## config.mk

```make
export PLATFORM = sky130hd
export DESIGN_NAME = boot_loader
export DESIGN_NICKNAME = d
export VERILOG_FILES = /design/src/rtl/boot_loader_pkg.sv /design/src/rtl/boot_checksum.sv /design/src/rtl/boot_loader.sv
export SDC_FILE = /design/constraint.sdc
export NUM_CORES = 1
export LEC_CHECK = 0
export ABC_AREA = 1
export BUFFER_PORTS_ARGS = -buffer_cell sky130_fd_sc_hd__buf_2
export CORE_MARGIN = 3
export CORE_UTILIZATION = 52
export DETAILED_ROUTE_END_ITERATION = 7
export PLACE_DENSITY = 0.81
export SYNTH_ARGS = -nofsm -noshare
export SYNTH_HDL_FRONTEND = slang
export SYNTH_SLANG_ARGS = --single-unit
```

## constraint.sdc

```tcl
create_clock -name clock -period 1.45 [get_ports clock]
set_input_delay 0.435 -clock clock [delete_from_list [all_inputs] [get_ports clock]]
set_output_delay 0.435 -clock clock [all_outputs]
set_load 0.005 [all_outputs]
```

## src/rtl/boot_loader_pkg.sv

```systemverilog
// Shared types for the boot loader: FSM encoding, frame constants
// and the length-fits-in-RAM helper.
package boot_loader_pkg;

  typedef enum logic [2:0] {
    WAIT_MAGIC = 3'd0,
    WAIT_LEN   = 3'd1,
    LOAD       = 3'd2,
    CHECK      = 3'd3,
    RUN        = 3'd4,
    ERROR      = 3'd5
  } boot_state_t;

  localparam logic [31:0] DEFAULT_MAGIC = 32'h5249_5343;

  // Byte size of an N-word image against the room above LOAD_BASE,
  // evaluated at 34 bits so a huge N cannot wrap into range.
  function automatic logic len_fits(
    input logic [31:0] n,
    input logic [33:0] room
  );
    return {n, 2'b00} <= room;
  endfunction

endpackage

```

## src/rtl/boot_checksum.sv

```systemverilog
// XOR accumulator over payload words.
// Clear has priority over enable.
module boot_checksum (
  input  logic        clock,
  input  logic        reset,
  input  logic        clear,
  input  logic        enable,
  input  logic [31:0] data,
  output logic [31:0] value
);

  always_ff @(posedge clock) begin
    if (reset || clear) begin
      value <= '0;
    end else if (enable) begin
      value <= value ^ data;
    end
  end

endmodule

```

## src/rtl/boot_loader.sv

```systemverilog
// Receives a framed program image, writes it to RAM and
// releases the core once the checksum matches.
module boot_loader
  import boot_loader_pkg::*;
#(
  parameter int          ADDRESS_BITS = 16,
  parameter int          LOAD_BASE    = 0,
  parameter logic [31:0] MAGIC        = DEFAULT_MAGIC
) (
  input  logic                    clock,
  input  logic                    reset,
  input  logic                    in_valid,
  input  logic [31:0]             in_data,
  output logic                    in_ready,
  output logic                    mem_wEn,
  output logic [ADDRESS_BITS-1:0] mem_address,
  output logic [31:0]             mem_write_data,
  output logic                    core_reset,
  output logic                    done,
  output logic                    error
);

  localparam logic [33:0] ROOM =
    (34'd1 << ADDRESS_BITS) - 34'(LOAD_BASE);
  localparam logic [ADDRESS_BITS-1:0] BASE =
    ADDRESS_BITS'(LOAD_BASE);
  localparam logic [ADDRESS_BITS-1:0] STEP =
    ADDRESS_BITS'(4);

  boot_state_t             state, state_n;
  logic [31:0]             cnt, cnt_n;
  logic [ADDRESS_BITS-1:0] addr, addr_n;
  logic                    xfer;
  logic                    wr;
  logic                    csum_clear;
  logic                    csum_en;
  logic [31:0]             csum;

  assign in_ready = !reset && (state inside
    {WAIT_MAGIC, WAIT_LEN, LOAD, CHECK});
  assign xfer = in_valid && in_ready;

  boot_checksum u_csum (
    .clock  (clock),
    .reset  (reset),
    .clear  (csum_clear),
    .enable (csum_en),
    .data   (in_data),
    .value  (csum)
  );

  always_comb begin
    state_n    = state;
    cnt_n      = cnt;
    addr_n     = addr;
    wr         = 1'b0;
    csum_clear = 1'b0;
    csum_en    = 1'b0;
    unique case (state)
      WAIT_MAGIC: begin
        if (xfer && in_data == MAGIC) begin
          state_n = WAIT_LEN;
        end
      end
      WAIT_LEN: begin
        if (xfer) begin
          cnt_n      = in_data;
          addr_n     = BASE;
          csum_clear = 1'b1;
          unique case (1'b1)
            !len_fits(in_data, ROOM): state_n = ERROR;
            in_data == '0:            state_n = CHECK;
            default:                  state_n = LOAD;
          endcase
        end
      end
      LOAD: begin
        if (xfer) begin
          wr      = 1'b1;
          csum_en = 1'b1;
          addr_n  = addr + STEP;
          cnt_n   = cnt - 32'd1;
          if (cnt == 32'd1) begin
            state_n = CHECK;
          end
        end
      end
      CHECK: begin
        if (xfer) begin
          state_n = (in_data == csum) ? RUN : ERROR;
        end
      end
      RUN, ERROR: begin
        state_n = state;
      end
      default: begin
        state_n = WAIT_MAGIC;
      end
    endcase
  end

  always_ff @(posedge clock) begin
    if (reset) begin
      state <= WAIT_MAGIC;
      cnt   <= '0;
      addr  <= '0;
    end else begin
      state <= state_n;
      cnt   <= cnt_n;
      addr  <= addr_n;
    end
  end

  // Outputs follow the next state so RUN/ERROR flags land
  // on the same edge as the checksum transfer.
  always_ff @(posedge clock) begin
    if (reset) begin
      mem_wEn        <= 1'b0;
      mem_address    <= '0;
      mem_write_data <= '0;
      core_reset     <= 1'b1;
      done           <= 1'b0;
      error          <= 1'b0;
    end else begin
      mem_wEn <= wr;
      if (wr) begin
        mem_address    <= addr;
        mem_write_data <= in_data;
      end
      core_reset <= (state_n != RUN);
      done       <= (state_n == RUN);
      error      <= (state_n == ERROR);
    end
  end

endmodule
```

==> flow_summary_export.csv, run 1 <==
group,metric,value,unit
status,outcome,"aborted with a tool error",
status,stop_stage,"global routing",
status,error,"[ERROR DPL-0038] Utilization greater than 100%, impossible to legalize",
placement,gp_congestion,0.907,
global_routing,grt_max_degree,49,
synth,syn_area,6590,um^2
synth,yosysWarnings,0,
clock_tree,cts_root_buf,"clkbuf_16",
synth,synthTopCellsByArea,"dfxtp_1 40%, nand2_1 14%, a21oi_1 8.9%",
timing,worst-ep-kind,"sequential cell input",
timing,worstEndpointGrtRepair,"cnt[17]$_SDFFE_PP0P_/D",
clock_tree,clockBufferDepth,2,
clock_tree,cts_buffers,17,
die,die_w,119,um
synth,synth-seq-cells,131,
die,ioPinCount,88,
synth,synthesis.instances,1009,
synth,yosys.area.top_type,"dfxtp_1",
synth,synth_cell_types,38,
synth,yosysSeqAreaShare,39.8,%
synth,syn_area_per_cell,6.53,um^2
die,die_h,119,um
die,rows,40,
placement,place_hpwl,14.1,mm
clock_tree,htree_levels,4,
placement,port_buffers,85,
clock_tree,cts.sinks,131,
synth,synth_top_cell_area_share,39.8,%
die,start_util,53.9,%
synthesized netlist by cell type (all sizes together):
library cell and instances:
o31ai 1, a221oi 2, inv 119, nand4 18
nand2 253, o221ai 1, a22oi 2, o311ai 1
nor2 109, o21bai 1, xor2 4, a211oi 5
o22ai 7, ha 3, xnor2 5, o211ai 6
nor3 13, o21ai 115, dfxtp 131, clkbuf 27
nand3b 1, o211a 2, a21oi 117, nand3 37
and2 1, a31oi 3, buf 20, or2 2
nor4 2, conb 1
metrics by stage:
stage	std cells	worst slack, ns	area, um^2	hold WS, ns	setup TNS [ns]
after floorplan	1010	-0.136	6670	0.441	-7.91
after global placement	1408	-0.340	8530	0.447	-27.37
after detailed placement	1408	-0.358	8530	0.455	-32.54
after CTS	1481	-0.151	10400	0.330	-10.48
cells by family after synthesis:
kind of cell | share of synthesized area, %
AO/OA/AOI/OAI | 21.1
XOR/XNOR | 1.20
adder cells (fa/ha/maj) | 0.570
buffers and inverters | 10.2
flip-flops | 39.8
other | 0.0569
AND/OR/NAND/NOR | 27.0
what timing repair did:
| item | in CTS |
|---|---|
| gates resized for setup | 261 |
| pin swaps | 41 |
| hold buffers | 0 |
| setup buffers | 27 |
| endpoints found under the setup margin | 130 |
| cloned | 14 |
==> run 2, diff against run 1 <==
--- a/config.mk
+++ b/config.mk
@@ -8,9 +8,9 @@
 export ABC_AREA = 1
 export BUFFER_PORTS_ARGS = -buffer_cell sky130_fd_sc_hd__buf_2
 export CORE_MARGIN = 3
-export CORE_UTILIZATION = 52
+export CORE_UTILIZATION = 40
 export DETAILED_ROUTE_END_ITERATION = 7
-export PLACE_DENSITY = 0.81
+export PLACE_DENSITY_LB_ADDON = 0.15
 export SYNTH_ARGS = -nofsm -noshare
 export SYNTH_HDL_FRONTEND = slang
 export SYNTH_SLANG_ARGS = --single-unit
==> constraint.sdc (replaced) <==
create_clock -name clock -period 1.89 [get_ports clock]
set_input_delay 0.567 -clock clock [delete_from_list [all_inputs] [get_ports clock]]
set_output_delay 0.567 -clock clock [all_outputs]
set_load 0.005 [all_outputs]
==> flow_summary_export.csv, run 2 <==
group,metric,value,unit
synth,synth-seq-cells,131,
clock_tree,clkLatencyLatePin,0.42,ns
global_routing,grt_pass1_wl,31.7,mm
clock_tree,htree_levels,4,
power_and_ir_drop,p_per_area,800,nW/um^2
timing,fin_ws,0.102,ns
synth,yosysSeqAreaShare,39.8,%
die,die_h,134,um
synth,yosys.area.top_type,"dfxtp_1",
power_and_ir_drop,power.leakage,3.97,nW
cells_and_area,final_util,52.8,%
critical_path,critical_path_class,"reg -> out",
timing,drv_slew,0,
synth,syn_area,6590,um^2
critical_path,crit_required,1.32,ns
synth,synthesis.instances,1009,
placement,gp_congestion,0.845,
synth,yosysWarnings,0,
synth,synth_flop_cell,"dfxtp_1",
die,ioPinCount,88,
job,drv_cap,0,
routing,wl_per_cell,14.1,um
global_routing,grt_pass1_vias,6237,
timing,rsz0062_at_grt,"yes",
timing,hold_viol_final,0,
clock_tree,clkSlewWorstSetupHoldPaths,0.06,ns
cells_and_area,mostFrequentLayoutCells,"252 x nand2_1, 131 x dfxtp_1, 117 x a21oi_1",
critical_path,critPathArrivalTime,1.22,ns
global_routing,grt_usage,21.8,%
placement,place_hpwl,14.3,mm
cells_and_area,final_cells,1378,
cells_and_area,area_growth,28.2,%
critical_path,start_kind,"flop",
clock_tree,cts_setup_buffers,0,
cells_and_area,reg.largest.list,"cnt (32), mem_write_data (32), u_csum.value (32)",
clock_tree,cts_buffers,17,
cells_and_area,fillers,1662,
die,start_util,41.2,%
timing,setup_viol,0,
global_routing,antenna_found_initial,0,
die,die-area,18000,um^2
clock_tree,clockBufferDepth,2,
routing,dr.pass1.iters,5,
synth,synth_edf_count,0,
placement,port_buffers,85,
timing,period_share,94.6,%
clock_tree,cts.sinks,131,
cells_and_area,finalNetCount,1188,
routing,drt_iter0_drc,604,
routing,vias,6826,
synth,ys_async_sr_fraction,0,%
routing,drt.antenna.violating_nets,0,
cells_and_area,layout_commonest_cell,"nand2_1",
timing,period_needed,1.79,ns
routing,vias_per_cell,4.95,
critical_path,crit_path_end_kind,"output port",
synth,synthTopCellsByArea,"dfxtp_1 40%, nand2_1 14%, a21oi_1 8.9%",
placement,pre_cts_slack,-0.0551,ns
die,core,16000,um^2
global_routing,overflow,0,
die,rows,46,
die,die_w,134,um
min_path,hold_path_class,"reg -> reg",
clock_tree,cts_tree,"built",
timing,worst_pin_slew,0.564,ns
synth,syn_area_per_cell,6.53,um^2
synth,synth_cell_types,38,
cells_and_area,drive_gt1_share,18.2,%
timing,timing.hold.ws,0.462,ns
timing,fmax,0.559,GHz
timing,finalClockSkew,0.00681,ns
power_and_ir_drop,vdd_drop_max,0.565,mV
timing,tns,0,ns
placement,dp_cells,1347,
global_routing,grt_max_degree,59,
clock_tree,cts_root_buf,"clkbuf_16",
critical_path,path_max_fanout,5,
routing,drc,0,
synth,synth_top_cell_area_share,39.8,%
synth,yosys.cell_count.top_type,"nand2_1",
cells_and_area,n_antenna_cell,0,
routing,wirelength,19.4,mm
synth,synthTopCellsByCount,"252 x nand2_1, 131 x dfxtp_1, 117 x a21oi_1",
timing,maxSlewHeadroom,62.4,%
status,outcome,"complete, no violations",
==> run 2: cell counts after synthesis <==
No cell type changed its count.
==> run 2: kinds of logic after synthesis <==
kind of cell               after synthesis  share of synthesized area (%)
and+or+nand+nor                        436                           27.0
AOI/OAI and AO/OA                      263                           21.1
buffers and inverters                  166                           10.2
DFF                                    131                           39.8
xor gates and xnor gates                 9                           1.20
adders and majority gates                3                          0.570
other                                    1                         0.0569
==> run 2: metal layers <==
layer	vias up	global-route usage, %	part of all wire [%]
met5	-	0	0
met4	0	6.50	1.3
met3	21	4.13	4.7
met2	139	33.4	44
met1	3086	31.2	50
li1	3580	-	-
==> run 2: final timing paths <==
path	from	end	slack, ns	cells after the start
max	state[2]	in_ready	0.10	3
min	addr[7]	addr[7]	0.46	2
max reg2reg	addr[3]	addr[14]	0.17	8
min reg2reg	addr[7]	addr[7]	0.46	2
==> run 2: through the flow <==
stage | instance area, um^2 | power, W
after CTS | 8430 | 0.00679
after floorplan | 6590 | 0.00296
after global placement | 7780 | 0.00314
after detailed placement | 7780 | 0.00314
final | 8440 | 0.00675
after global routing | 8440 | 0.00694
==> run 2: area by class of cell <==
class	instances	area, um^2	share of cell area (%)
clock inverter	9	176	2.09
multi-input combinational	713	3320	39.3
inverter	119	447	5.29
tap	216	270	3.20
sequential	131	2620	31.1
timing repair buffer	168	1140	13.5
clock buffer	22	474	5.62
==> run 2: where the power goes <==
group / internal, W / total [W] / switching [W]
sequential: 0.00276 / 0.00276 / 0.0000000000000319
clock: 0.00244 / 0.00367 / 0.00123
combinational: 0.000125 / 0.000323 / 0.000198
total: 0.00532 / 0.00675 / 0.00143
==> run 2: worst max-delay path, stage by stage (launching register included) <==
cell and delay, ns:
dfxtp_1 0.45, nor2_1 0.10, buf_4 0.14, buf_2 0.12
==> run 2: timing repair <==
item,4_1_cts,5_1_grt
hold buffers,0,0
resized for setup,0,4
endpoints found under the setup margin,0,7
No activity file was read; power rests on OpenSTA's default activity.
==> run 3, diff against run 2 <==
--- a/config.mk
+++ b/config.mk
@@ -13,4 +13,5 @@
 export PLACE_DENSITY_LB_ADDON = 0.15
 export SYNTH_ARGS = -nofsm -noshare
 export SYNTH_HDL_FRONTEND = slang
+export SYNTH_HIERARCHICAL = 1
 export SYNTH_SLANG_ARGS = --single-unit
==> flow_summary_export.csv, run 3 <==
group,metric,value,unit
synth,syn_area_per_cell,6.70,um^2
clock_tree,clockBufferDepth,2,
synth,yosys.area.top_type,"dfxtp_1",
timing,drv_slew,0,
cells_and_area,reg.largest.list,"cnt (32), mem_write_data (32), u_csum/value (32)",
placement,port_buffers,85,
die,rows,47,
synth,yosys.cell_count.top_type,"nand2_1",
placement,place_hpwl,14.3,mm
die,start_util,40.9,%
clock_tree,cts_setup_buffers,0,
timing,finalClockSkew,0.00701,ns
power_and_ir_drop,seq_power_share,44.2,%
synth,synth_flop_cell,"dfxtp_1",
timing,hold_viol_final,0,
routing,vias,6900,
routing,wirelength,20.3,mm
critical_path,start_kind,"flop",
synth,synth-seq-cells,131,
critical_path,crit_path_end_kind,"output port",
global_routing,grt_pass1_wl,31.6,mm
die,die_w,136,um
die,ioPinCount,88,
placement,gp_congestion,0.913,
synth,syn_area,6800,um^2
critical_path,critPathArrivalTime,1.28,ns
critical_path,cp_cell_sequence,"nor2_4 > buf_4 > buf_2",
power_and_ir_drop,power.leakage,3.79,nW
status,outcome,"complete, no violations",
synth,synthTopCellsByArea,"dfxtp_1 39%, nand2_1 12%, nor2_1 9.3%",
timing,fin_ws,0.0438,ns
routing,vias_per_cell,5.00,
global_routing,grt_usage,21.7,%
synth,synth_cell_types,39,
routing,drc,0,
timing,worst_pin_slew,0.543,ns
synth,synth_edf_count,0,
synth,synthesis.instances,1015,
critical_path,max_stage_delay,0.51,ns
timing,maxSlewHeadroom,63.7,%
routing,drt_iter0_drc,461,
die,core,16600,um^2
cells_and_area,finalNetCount,1186,
clock_tree,cts-resized-gates,0,
clock_tree,htree_levels,4,
placement,place_area,7780,um^2
global_routing,grt_pass1_vias,6070,
clock_tree,cts_tree,"built",
global_routing,grt_max_degree,81,
clock_tree,clkSlewWorstSetupHoldPaths,0.06,ns
min_path,hold_path_class,"in -> reg",
cells_and_area,post-route-cell-area,8420,um^2
cells_and_area,layout_commonest_cell,"nand2_1",
clock_tree,hold_buffers,0,
clock_tree,clkLatencyLatePin,0.43,ns
power_and_ir_drop,clock_power_share,49.9,%
routing,wl_per_cell,14.7,um
critical_path,worst-path-buf-inv,2,
power_and_ir_drop,vdd_drop_max,0.628,mV
clock_tree,cts.sinks,131,
timing,period_needed,1.85,ns
global_routing,antenna_found_initial,0,
die,die-area,18600,um^2
routing,dr.pass1.iters,6,
cells_and_area,final_util,50.6,%
cells_and_area,n_antenna_cell,0,
synth,synthTopCellsByCount,"218 x nand2_1, 169 x nor2_1, 131 x dfxtp_1",
critical_path,crit_family,"flip-flops",
cells_and_area,mostFrequentLayoutCells,"218 x nand2_1, 167 x nor2_1, 131 x dfxtp_1",
critical_path,slowest_stage,"dfxtp_1",
placement,dp_cells,1347,
global_routing,overflow,0,
power_and_ir_drop,p_int,0.00474,W
die,die_h,136,um
cells_and_area,final_cells,1381,
timing,period_share,97.7,%
placement,pre_cts_slack,-0.0862,ns
synth,yosysSeqAreaShare,38.6,%
critical_path,path_max_fanout,6,
power_and_ir_drop,p_per_area,743,nW/um^2
power_and_ir_drop,combPwrFrac,5.9,%
synth,synth_top_cell_area_share,38.6,%
clock_tree,cts_buffers,17,
routing,drt.antenna.violating_nets,0,
cells_and_area,drive_gt1_share,18.9,%
job,drv_cap,0,
power_and_ir_drop,power_switching,0.00151,W
critical_path,critical_path_class,"reg -> out",
synth,ys_async_sr_fraction,0,%
timing,setup_viol,0,
critical_path,crit_required,1.32,ns
clock_tree,cts_root_buf,"clkbuf_16",
synth,yosysWarnings,6,
timing,fmax,0.542,GHz
cells_and_area,area_growth,23.7,%
power_and_ir_drop,swShare,24.2,%
run 3: tightest hold or removal path: stages:
cell	delay, ns
buf_2	0.11
a21oi_1	0.06
nor2_1	0.09
run 3: through the flow:
step	setup TNS, ns	hold WS (ns)	total power [W]
6_report	0	0.441	0.00625
5_1_grt	-0.0108	0.438	0.00645
4_1_cts	0	0.430	0.00630
3_5_place_dp	-1.09	0.460	0.00319
3_3_place_gp	-0.452	0.454	0.00319
2_1_floorplan	0	0.447	0.00297
run 3: final timing paths:
path                   start                to  slack [ns]  cells past startpoint
max                 state[2]          in_ready        0.04                      3
min              in_data[18]  u_csum/value[18]        0.44                      3
max reg2reg         state[2]           addr[7]        0.13                      7
min reg2reg  mem_address[10]   mem_address[10]        0.46                      2
run 3: cells by family (layout without fill, tap and decap cells):
| group | count (synthesis) | count (layout) | synth area share [%] |
|---|---|---|---|
| buffers and inverters | 129 | 273 | 8.85 |
| other | 1 | 2 | 0.0551 |
| AO/OA/AOI/OAI | 236 | 236 | 18.6 |
| AND/OR/NAND/NOR | 489 | 490 | 30.0 |
| flip-flops | 131 | 131 | 38.6 |
| XOR/XNOR | 26 | 26 | 3.35 |
| adder cells (fa/ha/maj) | 3 | 3 | 0.552 |
run 3: routing by layer:
metal / track usage (%) / vias up / part of all wire [%] / wire length [um]
li1: - / 3593 / - / -
met1: 31.5 / 3113 / 49 / 10000
met2: 32.7 / 168 / 44 / 8900
met3: 3.89 / 26 / 4.9 / 986
met4: 6.94 / 0 / 1.7 / 353
met5: 0 / - / 0 / 0
run 3: power groups by stage:
stage                     sequential, W  combinational (W)  clock, W
after floorplan                 0.00282           0.000151         0
after global placement          0.00282           0.000365         0
after detailed placement        0.00282           0.000365         0
after CTS                       0.00276           0.000367   0.00317
after global routing            0.00276           0.000406   0.00328
final                           0.00276           0.000371   0.00312
run 3: layout make-up:
| cell class | instances | area [um^2] |
|---|---|---|
| Clock buffer | 19 | 443 |
| Clock inverter | 13 | 113 |
| Fill cell | 1724 | 8220 |
| Inverter | 83 | 317 |
| Multi-Input combinational cell | 757 | 3620 |
| Sequential cell | 131 | 2620 |
| Tap cell | 220 | 275 |
| Timing Repair Buffer | 158 | 1020 |
==> run 4, diff against run 3 <==
--- a/config.mk
+++ b/config.mk
@@ -5,10 +5,9 @@
 export SDC_FILE = /design/constraint.sdc
 export NUM_CORES = 1
 export LEC_CHECK = 0
-export ABC_AREA = 1
 export BUFFER_PORTS_ARGS = -buffer_cell sky130_fd_sc_hd__buf_2
 export CORE_MARGIN = 3
-export CORE_UTILIZATION = 40
+export CORE_UTILIZATION = 58
 export DETAILED_ROUTE_END_ITERATION = 7
 export PLACE_DENSITY_LB_ADDON = 0.15
 export SYNTH_ARGS = -nofsm -noshare
==> flow_summary_export.csv, run 4 <==
group,metric,value,unit
synth,synth_top_cell_area_share,39.3,%
placement,pre_cts_slack,-0.487,ns
global_routing,grt_usage,34.0,%
routing,drc,0,
synth,synth_flop_cell,"dfxtp_1",
timing,period_share,117,%
synth,yosysSeqAreaShare,39.3,%
cells_and_area,multi_input_area,4110,um^2
clock_tree,cts.sinks,131,
routing,drt.antenna.violating_nets,0,
synth,synth_edf_count,0,
timing,hold_viol_final,0,
cells_and_area,drive_gt1_share,39.4,%
synth,synthXorXnorAreaFrac,4.59,%
critical_path,path_max_fanout,5,
global_routing,grt_use_met3,6.95,%
status,outcome,"finished with violations",
cells_and_area,reg.largest.list,"cnt (32), mem_write_data (32), u_csum/value (32)",
clock_tree,cts_root_buf,"clkbuf_16",
cells_and_area,mostFrequentLayoutCells,"134 x nand2_1, 121 x dfxtp_1, 119 x buf_4",
critical_path,crit_path_end_kind,"flop",
critical_path,crit_required,2.23,ns
global_routing,met1_usage,40.9,%
timing,setup_viol,23,
synth,synth-seq-cells,131,
routing,vias_per_cell,6.36,
placement,dp_cells,1118,
routing,dr.pass1.iters,6,
cells_and_area,final_cells,1160,
timing,rsz0062_at_grt,"yes",
die,rows,38,
synth,yosysWarnings,6,
critical_path,start_kind,"flop",
clock_tree,clkSlewWorstSetupHoldPaths,0.05,ns
die,ioPinCount,88,
cells_and_area,fillers,641,
synth,synth_cell_types,64,
routing,drt_iter0_drc,993,
global_routing,overflow,0,
synth,muxShareOfSynthArea,0,%
clock_tree,cts_tree,"built",
synth,synth_top_family_by_area,"simple AND/OR/NAND/NOR gates",
routing,vias,7374,
clock_tree,cts_buffers,17,
status,violations,"negative setup slack",
cells_and_area,ff_latch_area,2640,um^2
global_routing,grt_max_degree,61,
global_routing,use_met2,57.6,%
clock_tree,clockBufferDepth,2,
power_and_ir_drop,power,0.00705,W
synth,synthTopCellsByCount,"139 x nand2_1, 131 x dfxtp_1, 81 x a21oi_1",
timing,timing.hold.ws,0.448,ns
die,die_w,113,um
job,drv_cap,0,
timing,fin_ws,-0.318,ns
clock_tree,htree_levels,4,
power_and_ir_drop,vdd_drop_max,1.03,mV
cells_and_area,area_growth,38.5,%
timing,fmax,0.453,GHz
placement,gp_congestion,0.922,
timing,period_needed,2.21,ns
global_routing,grt_pass1_wl,34.7,mm
placement,place_hpwl,15.0,mm
clock_tree,clkLatencyLatePin,0.42,ns
synth,synthesis.instances,815,
die,die_h,113,um
synth,yosys.area.top_type,"dfxtp_1",
cells_and_area,n_antenna_cell,0,
power_and_ir_drop,power.leakage,3.59,nW
placement,port_buffers,85,
synth,yosys.cell_count.top_type,"nand2_1",
cells_and_area,finalNetCount,1046,
routing,wirelength,23.4,mm
power_and_ir_drop,p_per_area,762,nW/um^2
critical_path,critPathArrivalTime,2.55,ns
global_routing,busiest_layer,"met2",
synth,synth-simple-area-share,25.6,%
timing,finalClockSkew,0.00579,ns
synth,syn_area_per_cell,8.19,um^2
cells_and_area,layout_commonest_cell,"nand2_1",
min_path,hold_depth,3,
die,start_util,60.5,%
placement,place_area,8140,um^2
critical_path,rr_worst_depth,7,
synth,syn_area,6680,um^2
synth,ys_async_sr_fraction,0,%
timing,drv_slew,0,
timing,worst_pin_slew,0.680,ns
global_routing,antenna_found_initial,0,
synth,synth_compound_area_share,24.7,%
synth,synthTopCellsByArea,"dfxtp_1 39%, nand2_1 7.8%, a21oi_1 6.1%",
synth,synth_fa_ha_area_share,0.562,%
cells_and_area,post-route-cell-area,9250,um^2
critical_path,critical_path_class,"reg -> reg",
die,die-area,12800,um^2
die,core,11000,um^2
min_path,hold_path_class,"in -> reg",
timing,maxSlewHeadroom,54.3,%
global_routing,grt_pass1_vias,6908,
routing,wl_per_cell,20.2,um
-- run 4: where the power goes --
part	switching, W	internal, W
clock network	0.00121	0.00202
logic	0.000561	0.000442
registers	0.0000247	0.00278
total	0.00180	0.00525
-- run 4: worst paths after layout --
check / from / end / slack [ns]
max: cnt[4] / cnt[30] / -0.32
min: in_data[18] / mem_write_data[18] / 0.45
max reg2reg: cnt[4] / cnt[30] / -0.32
min reg2reg: mem_write_data[10] / mem_write_data[10] / 0.45
-- run 4: cells by family (layout without fill, tap and decap cells) --
family,Yosys count,in the layout
flops,131,131
simple gates,337,337
other cells,1,2
xor+xnor,35,35
fa+ha+maj,3,3
buf+inv,68,272
compound gates,240,240
-- run 4: through the flow --
stage | TNS (ns) | util, %
after CTS | -1.42 | 81.0
after global placement | -7.32 | 73.8
after detailed placement | -9.35 | 73.8
after floorplan | -1.26 | -
final | -2.87 | 83.8
after global routing | -4.75 | 83.8
-- run 4: repair_timing --
item | CTS | global route
pin swaps | 28 | 25
setup buffers | 4 | 5
hold buffers | 0 | 0
endpoints found under the setup margin | 65 | 72
gates resized for setup | 42 | 56
cloned | 0 | 2
-- run 4: layout make-up --
class | count | area share, %
multi-input cells | 617 | 44.4
flip-flops and latches | 131 | 28.5
repair buffers | 227 | 18.3
clock buffers | 21 | 5.09
well taps | 140 | 1.89
clock inverters | 10 | 1.16
inverters | 14 | 0.582
-- run 4: critical path, stage by stage (launching register included) --
cell      delay, ns
dfxtp_1        0.31
or3_4          0.42
buf_6          0.16
nor4_4         0.37
nand4b_1       0.28
nor4_2         0.30
a21oi_1        0.11
a21oi_1        0.17
-- run 4: metal layers --
metal | share of wire, % | wire length (um) | vias to the layer above
met5 | 0 | 0 | -
met4 | 5.5 | 1300 | 0
met3 | 9.7 | 2270 | 150
met2 | 48 | 11300 | 486
met1 | 37 | 8560 | 3437
li1 | - | - | 3301
